`src/rtl/pipeline_ctrl.sv`:
```
// Pipeline sequencing controller: PC/IF-ID/back-end enables and flushes from debug commands,
// load-use hazards, taken branches and HALT drain. Optional stall counter: PIPELINE_CTRL_STALL_CNT_EN.
module pipeline_ctrl #(
  parameter int NBITS        = 32,
  parameter int DRAIN_CYCLES = 3
) (
  input  logic             i_clk,
  input  logic             i_rst,
  input  logic             i_cmd_run,
  input  logic             i_cmd_step,
  input  logic             i_cmd_halt,
  input  logic             i_cmd_clr_cnt,
  input  logic             i_halt_instr,
  input  logic             i_idex_mem_read,
  input  logic [4:0]       i_idex_rt,
  input  logic [4:0]       i_ifid_rs,
  input  logic [4:0]       i_ifid_rt,
  input  logic             i_branch_taken,
  output logic             o_pc_en,
  output logic             o_ifid_en,
  output logic             o_ifid_flush,
  output logic             o_idex_flush,
  output logic             o_back_en,
  output logic             o_halted,
  output logic             o_step_done,
  output logic             o_prog_end,
`ifdef PIPELINE_CTRL_STALL_CNT_EN
  output logic [NBITS-1:0] o_stall_count,
`endif
  output logic [NBITS-1:0] o_cycle_count
);

  localparam int DW = (DRAIN_CYCLES > 2) ? $clog2(DRAIN_CYCLES) : 1;
  localparam logic [DW-1:0] DRAIN_LOAD = DW'(DRAIN_CYCLES - 1);

  typedef enum logic [1:0] {S_HALTED, S_RUN, S_STEP, S_DRAIN} state_t;

  state_t            r_state, w_next;
  logic [DW-1:0]     r_drain_cnt, w_drain_nxt;
  logic              r_step_done, w_step_done_nxt;
  logic              r_prog_end, w_prog_end_nxt;
  logic [NBITS-1:0]  r_cycle_cnt;
  logic              w_load_use, w_stall, w_active;

  assign w_load_use = i_idex_mem_read & (i_idex_rt != 5'd0) &
                      ((i_idex_rt == i_ifid_rs) | (i_idex_rt == i_ifid_rt));
  assign w_active   = (r_state != S_HALTED);

  always_comb begin
    w_next          = r_state;
    w_drain_nxt     = r_drain_cnt;
    w_step_done_nxt = 1'b0;
    w_prog_end_nxt  = 1'b0;
    w_stall         = 1'b0;
    o_pc_en         = 1'b0;
    o_ifid_en       = 1'b0;
    o_ifid_flush    = 1'b0;
    o_idex_flush    = 1'b0;
    o_back_en       = 1'b0;
    o_halted        = 1'b0;
    case (r_state)
      S_HALTED: begin
        o_halted = 1'b1;
        if (i_cmd_step)     w_next = S_STEP;
        else if (i_cmd_run) w_next = S_RUN;
      end
      S_RUN, S_STEP: begin
        o_pc_en   = 1'b1;
        o_ifid_en = 1'b1;
        o_back_en = 1'b1;
        // A taken branch squashes IF/ID, so the load-use stall is moot then.
        if (w_load_use && !i_branch_taken) begin
          o_pc_en      = 1'b0;
          o_ifid_en    = 1'b0;
          o_idex_flush = 1'b1;
          w_stall      = 1'b1;
        end
        if (i_branch_taken) begin
          o_pc_en      = 1'b1;
          o_ifid_flush = 1'b1;
          o_idex_flush = 1'b1;
        end
        if (r_state == S_RUN && i_cmd_halt) begin
          w_next = S_HALTED;
        end else if (i_halt_instr) begin
          w_next       = S_DRAIN;
          w_drain_nxt  = DRAIN_LOAD;
          o_pc_en      = 1'b0;
          o_ifid_flush = 1'b1;
        end else if (r_state == S_STEP) begin
          w_next          = S_HALTED;
          w_step_done_nxt = 1'b1;
        end
      end
      S_DRAIN: begin
        o_ifid_flush = 1'b1;
        o_back_en    = 1'b1;
        if (i_cmd_halt) begin
          w_next = S_HALTED;
        end else if (r_drain_cnt == '0) begin
          w_next         = S_HALTED;
          w_prog_end_nxt = 1'b1;
        end else begin
          w_drain_nxt = r_drain_cnt - DW'(1);
        end
      end
      default: w_next = S_HALTED;
    endcase
  end

  always_ff @(posedge i_clk or posedge i_rst) begin
    if (i_rst) begin
      r_state     <= S_HALTED;
      r_drain_cnt <= '0;
      r_step_done <= 1'b0;
      r_prog_end  <= 1'b0;
    end else begin
      r_state     <= w_next;
      r_drain_cnt <= w_drain_nxt;
      r_step_done <= w_step_done_nxt;
      r_prog_end  <= w_prog_end_nxt;
    end
  end

  always_ff @(posedge i_clk or posedge i_rst) begin
    if (i_rst)                              r_cycle_cnt <= '0;
    else if (i_cmd_clr_cnt)                 r_cycle_cnt <= '0;
    else if (w_active && r_cycle_cnt != '1) r_cycle_cnt <= r_cycle_cnt + NBITS'(1);
  end

`ifdef PIPELINE_CTRL_STALL_CNT_EN
  logic [NBITS-1:0] r_stall_cnt;

  always_ff @(posedge i_clk or posedge i_rst) begin
    if (i_rst)                             r_stall_cnt <= '0;
    else if (i_cmd_clr_cnt)                r_stall_cnt <= '0;
    else if (w_stall && r_stall_cnt != '1) r_stall_cnt <= r_stall_cnt + NBITS'(1);
  end

  assign o_stall_count = r_stall_cnt;
`endif

  assign o_step_done   = r_step_done;
  assign o_prog_end    = r_prog_end;
  assign o_cycle_count = r_cycle_cnt;

endmodule

```
`config.mk`:
```
export PLATFORM = sky130hd
export DESIGN_NAME = pipeline_ctrl
export DESIGN_NICKNAME = d
export VERILOG_FILES = /design/src/rtl/pipeline_ctrl.sv
export SDC_FILE = /design/constraint.sdc
export NUM_CORES = 1
export LEC_CHECK = 0
export ABC_AREA = 1
export CORE_MARGIN = 2
export CORE_UTILIZATION = 40
export CTS_BUF_LIST = sky130_fd_sc_hd__clkbuf_2
export DETAILED_ROUTE_END_ITERATION = 16
export PLACE_DENSITY = 0.66
export SLEW_MARGIN = 20
export SYNTH_ARGS = -nofsm -noshare
export SYNTH_HDL_FRONTEND = slang
export SYNTH_SLANG_ARGS = --single-unit
```
`constraint.sdc`:
```
create_clock -name i_clk -period 4.05 [get_ports i_clk]
set_clock_uncertainty 0.05 [all_clocks]
set_input_delay 0.6075 -clock i_clk [delete_from_list [all_inputs] [get_ports i_clk]]
set_output_delay 0.6075 -clock i_clk [all_outputs]
set_load 0.01 [all_outputs]
```
# Yosys cells after proc, flatten, opt, wreduce, memory -nomap -nowiden
# Cells that the tools add are included.
# word_totals
register_bits	38
inputBits	24
out_inout_bits	40
wordCells	74
# op_classes
addsub	2
eq_ne	13
n_mux	37
bitwise	3
n_reduce_logical	14
# ops
op	n
$mux 32	2
$add 32x1->32 const B	1
$ne 32x32->1 const B	1
$mux 2	11
$mux 1	21
$eq 5x5->1	2
$ne 2x2->1 const B	4
$ne 3x3->1 const B	2
$pmux 2 s3	1
$reduce_bool 2->1	3
$reduce_and 5->1	1
$reduce_bool 5->1	1
$eq 2x2->1 const B	2
$logic_not 2->1	2
$ne 4x4->1 const B	1
$pmux 2 s2	1
$logic_and 1x1->1	3
$reduce_and 3->1	1
$reduce_or 3->1	1
$and 1x1->1	2
$eq 2x1->1 const B	1
$pmux 1 s2	1
$reduce_or 2->1	1
$sub 2x1->2 const B	1
other kinds (2)	2

# Depth between registers and ports, before layout
# depth
depth_word	9
depth_mapped	13

# Worst setup path after synthesis
# OpenSTA, ideal clock, no wires.
# synth_path
path_type	register to register
from	register r_cycle_cnt[0], in the netlist o_cycle_count[0]
to	register r_cycle_cnt[22], in the netlist o_cycle_count[22]
setup_ns	0.066
t_arrival_ns	1.779
required_ns	3.934
slack_ns	2.155
path_stages_with_launch	14
n_path_buf	2
cell_sequence	dfrtp_1 ha_1 inv_2 nor2_4 nand2_4 nor2_4 nand2_1 nand2_2 nand2_4 clkinv_2 buf_6 buf_8 nand2_1 nand2_1
# synth_via
elab_chain_len	3
word_cells_on_any_way	6
classes_between	add/sub (1); eq/ne (1); mux (2); reduce/logical (2)
# synth_rtl
element	line	text
from (decl)	42	logic [NBITS-1:0] r_cycle_cnt;
from (signal assigned)	128	else if (w_active && r_cycle_cnt != '1) r_cycle_cnt <= r_cycle_cnt + NBITS'(1);
$add 32x1->32 / $ne 32x32->1 (equally long branches)	128	
$mux 32 / $logic_and 1x1->1 (equally long branches)	128	
$mux 32 / $reduce_bool 2->1 (equally long branches)	-	
# Parallel ways exist; a longest one is shown, timed or not. The select of a mux whose other input is x is not followed.
# A chain may end at the register's enable or synchronous reset.

# Final worst setup path
# layout_path
from	input port i_idex_rt[1]
to	output port o_idex_flush
# layout_via
elab_chain_len	7
word_cells_on_any_way	10
classes_between	eq/ne (2); mux (3); bitwise (3); reduce/logical (2)
# layout_rtl
element	line	text
from (decl)	15	input logic [4:0] i_idex_rt,
$eq 5x5->1 / $reduce_bool 5->1 (equally long branches)	46, 45	
$or 1x1->1 / $and 1x1->1 (equally long branches)	46, 45	
$and 1x1->1 (*)	45	assign w_load_use = i_idex_mem_read & (i_idex_rt != 5'd0) &
$logic_and 1x1->1 (*)	72	if (w_load_use && !i_branch_taken) begin
$mux 1 (*)	72	
$mux 1 (*)	78	if (i_branch_taken) begin
$mux 1 (*)	61	case (r_state)
to (decl)	22	output logic o_idex_flush,
# Mark *: on every way between the ends. The rest lies on a longest branch, timed or not.

==> impl_metrics.ini <==
[pwr]
comb_power_share = 0.437
worst_ir_drop_vdd_uv = 165
cellPowerDensity_nw_per_um2 = 301
seqPwrFrac = 0.400
p_sw_uw = 440
pwr-share-clk = 0.163
sw_frac_of_total = 0.409
p_int_uw = 636
p_leak_uw = 0.00170

[clock_tree]
clkTransAtPathRegs_ns = 0.20
clock_latency_ns = 0.39
cts.sink_count = 38
cts_buffers = 5
cts_resized = 0
cts_max_path_buffers = 2
htreeDepth = 2
cts_tree = yes
postCtsSetupRepairBufs = 0
clockRootBuffer = clkbuf_2
postCtsHoldBufs = 0

[floorplanning]
coreArea_um2 = 6790
rows = 30
die-width_um = 87.9
dieArea_um2 = 7720
ios = 64
initial_utilization = 0.414
die_h_um = 87.9

[timing]
fin_crit_ns = 2.97
max_slew.worst_pin.slew_ns = 0.785
whs_ns = 0.521
slew_viol_final = 0
max_freq_mhz = 337
setup_slack_ns = 1.08
hold_viol_final = 0
grt_setup_unrepaired = no
final.setup.tns_ns = 0
post-route-period-util = 0.734
relSlewSlack = 0.476
setup_viol = 0

[placed_design]
place_congestion = 0.878
io_buffer_count = 63
placedCellCount = 608
dpl.hpwl_um = 5950
pre_cts_ws_ns = 1.06

[critical_path]
r2r_end = o_cycle_count[22]
rr_worst_depth = 11
cp-end-kind = primary output
timing.rr.start = o_cycle_count[0]
r2r_setup_slack_ns = 1.74
critical_path_required_ns = 3.39
criticalPathCategory = input port to primary output
critPathMaxFanout = 4
cp-start-kind = input port
crit_start = i_idex_rt[1]
worstPathArrival_ns = 2.31

[global_route]
grt-ovfl-total = 0
grt_max_degree = 30
grt_pass1_wl_um = 13400
grt_pass1_vias = 2897
grtUsageTotal = 0.218
antenna_found_initial = 0

[routing]
viasPerCell = 4.87
route.detailed.drc = 0
final_antenna_net_count = 0
drt-wirelength-per-cell_um = 12.5
firstDrtPassIters = 5
drt_iter0_drc = 189
wirelength_um = 7700
num_vias = 2998

[layout]
layout.nets = 549
num_antenna_cells = 0
area_growth_pct = 27.2
utilization = 0.527
fillers = 708
fin_cells = 616
layout-drive-gt1-share = 0.0385

[synth]
synth_area_leaders = dfrtp_1, nand2_1, nor2_1
synthTopCellsByCount = nand2_1, nor2_1, inv_1, dfrtp_1, nand3_1
synth_warnings = 0
syn_avg_cell_area_um2 = 6.20
synth_top_area_share = 0.338
yosysMostFrequentCell = nand2_1
synthCells = 454
synthFlopType = dfrtp_1
synth_edf_count = 0
synth_nets = 484
synth-seq-area-share = 0.338
async_flop_share = 1.00
yosys.area.top_type = dfrtp_1
synthDistinctLibCells = 26
synth-seq-cells = 38
syn_area_um2 = 2810

[worst_hold_path]
min_from = r_drain_cnt[1]
hold_depth = 2
hp-class = flip-flop to flip-flop
hold_end = r_drain_cnt[1]

[status]
status = completed

[flow_run]
cap_violations = 0
==> power by group through the flow <==
stage	Combinational, µW	Clock (µW)	Sequential [µW]
floorplan	285	0	437
global placement	466	0	437
detailed placement	473	0	437
CTS	475	181	431
global route	527	194	435
finish	470	175	430
==> how the worst max path moves through the flow <==
stage                        end  cells past startpoint
6_report            o_idex_flush                     10
5_1_grt             o_idex_flush                     10
4_1_cts             o_idex_flush                     10
3_5_place_dp        o_idex_flush                     10
3_3_place_gp        o_idex_flush                     10
2_1_floorplan  o_cycle_count[22]                     13
==> sequential cells by signal, indices dropped and copies added (netlist names) <==
signal	cells
o_cycle_count	32
o_prog_end	1
r_state	2
o_step_done	1
r_drain_cnt	2
==> final cells by class <==
| type | count | area [µm²] | share of cell area |
|---|---|---|---|
| Sequential cell | 38 | 951 | 0.266 |
| Tap cell | 96 | 120 | 0.0336 |
| Multi-Input combinational cell | 356 | 1620 | 0.452 |
| Inverter | 52 | 196 | 0.0549 |
| Timing Repair Buffer | 66 | 653 | 0.183 |
| Clock buffer | 6 | 30.0 | 0.00839 |
| Clock inverter | 2 | 8.76 | 0.00245 |
==> cell usage in the layout (no fill, tap or decap), types with 2 or more instances in the layout <==
cell type        netlist  routed
clkdlybuf4s50_1        0      63
nor2_1                71      71
xor2_1                10      10
o21ai_0                7       7
nand4_1               18      18
clkinv_1               1       2
buf_4                  0       3
nand3_1               34      34
o21bai_1               2       2
clkbuf_2               0       6
nor2_4                 2       2
inv_1                 49      49
ha_1                   6       6
xnor2_1                4       4
nand2_1              188     188
nand2_4                2       2
clkinv_2               1       2
dfrtp_1               38      38
a21oi_1                7       6
==> per-layer routing <==
metal  vias up  track usage  share of wire
li1       1538            -              -
met1      1380        0.291           0.46
met2        72        0.373           0.49
met3         8       0.0349          0.042
met4         0       0.0490          0.011
met5         -            0              0
==> worst max-delay path, stage by stage <==
cell and delay, ns:
clkdlybuf4s50_1 0.53, inv_1 0.07, nand2_1 0.05, nand2_1 0.05
nor2_1 0.12, nand3_1 0.08, nand2_1 0.08, nand2_1 0.05
a21oi_1 0.12, clkdlybuf4s50_1 0.55
==> through the flow <==
step	total power [µW]	area, µm²
floorplan	722	2810
global placement	903	3540
detailed placement	910	3540
CTS	1090	3570
global route	1160	3580
finish	1080	3580
==> logic make-up (layout without fill, tap and decap cells) <==
group / Yosys count / in the layout / share of synthesized area
xor gates and xnor gates: 14 / 14 / 0.0436
and+or+nand+nor: 318 / 318 / 0.469
AOI/OAI and AO/OA: 18 / 18 / 0.0351
DFF: 38 / 38 / 0.338
adders and majority gates: 6 / 6 / 0.0267
buffers and inverters: 60 / 126 / 0.0876
Note: power is estimated with default switching activity, not from simulation.
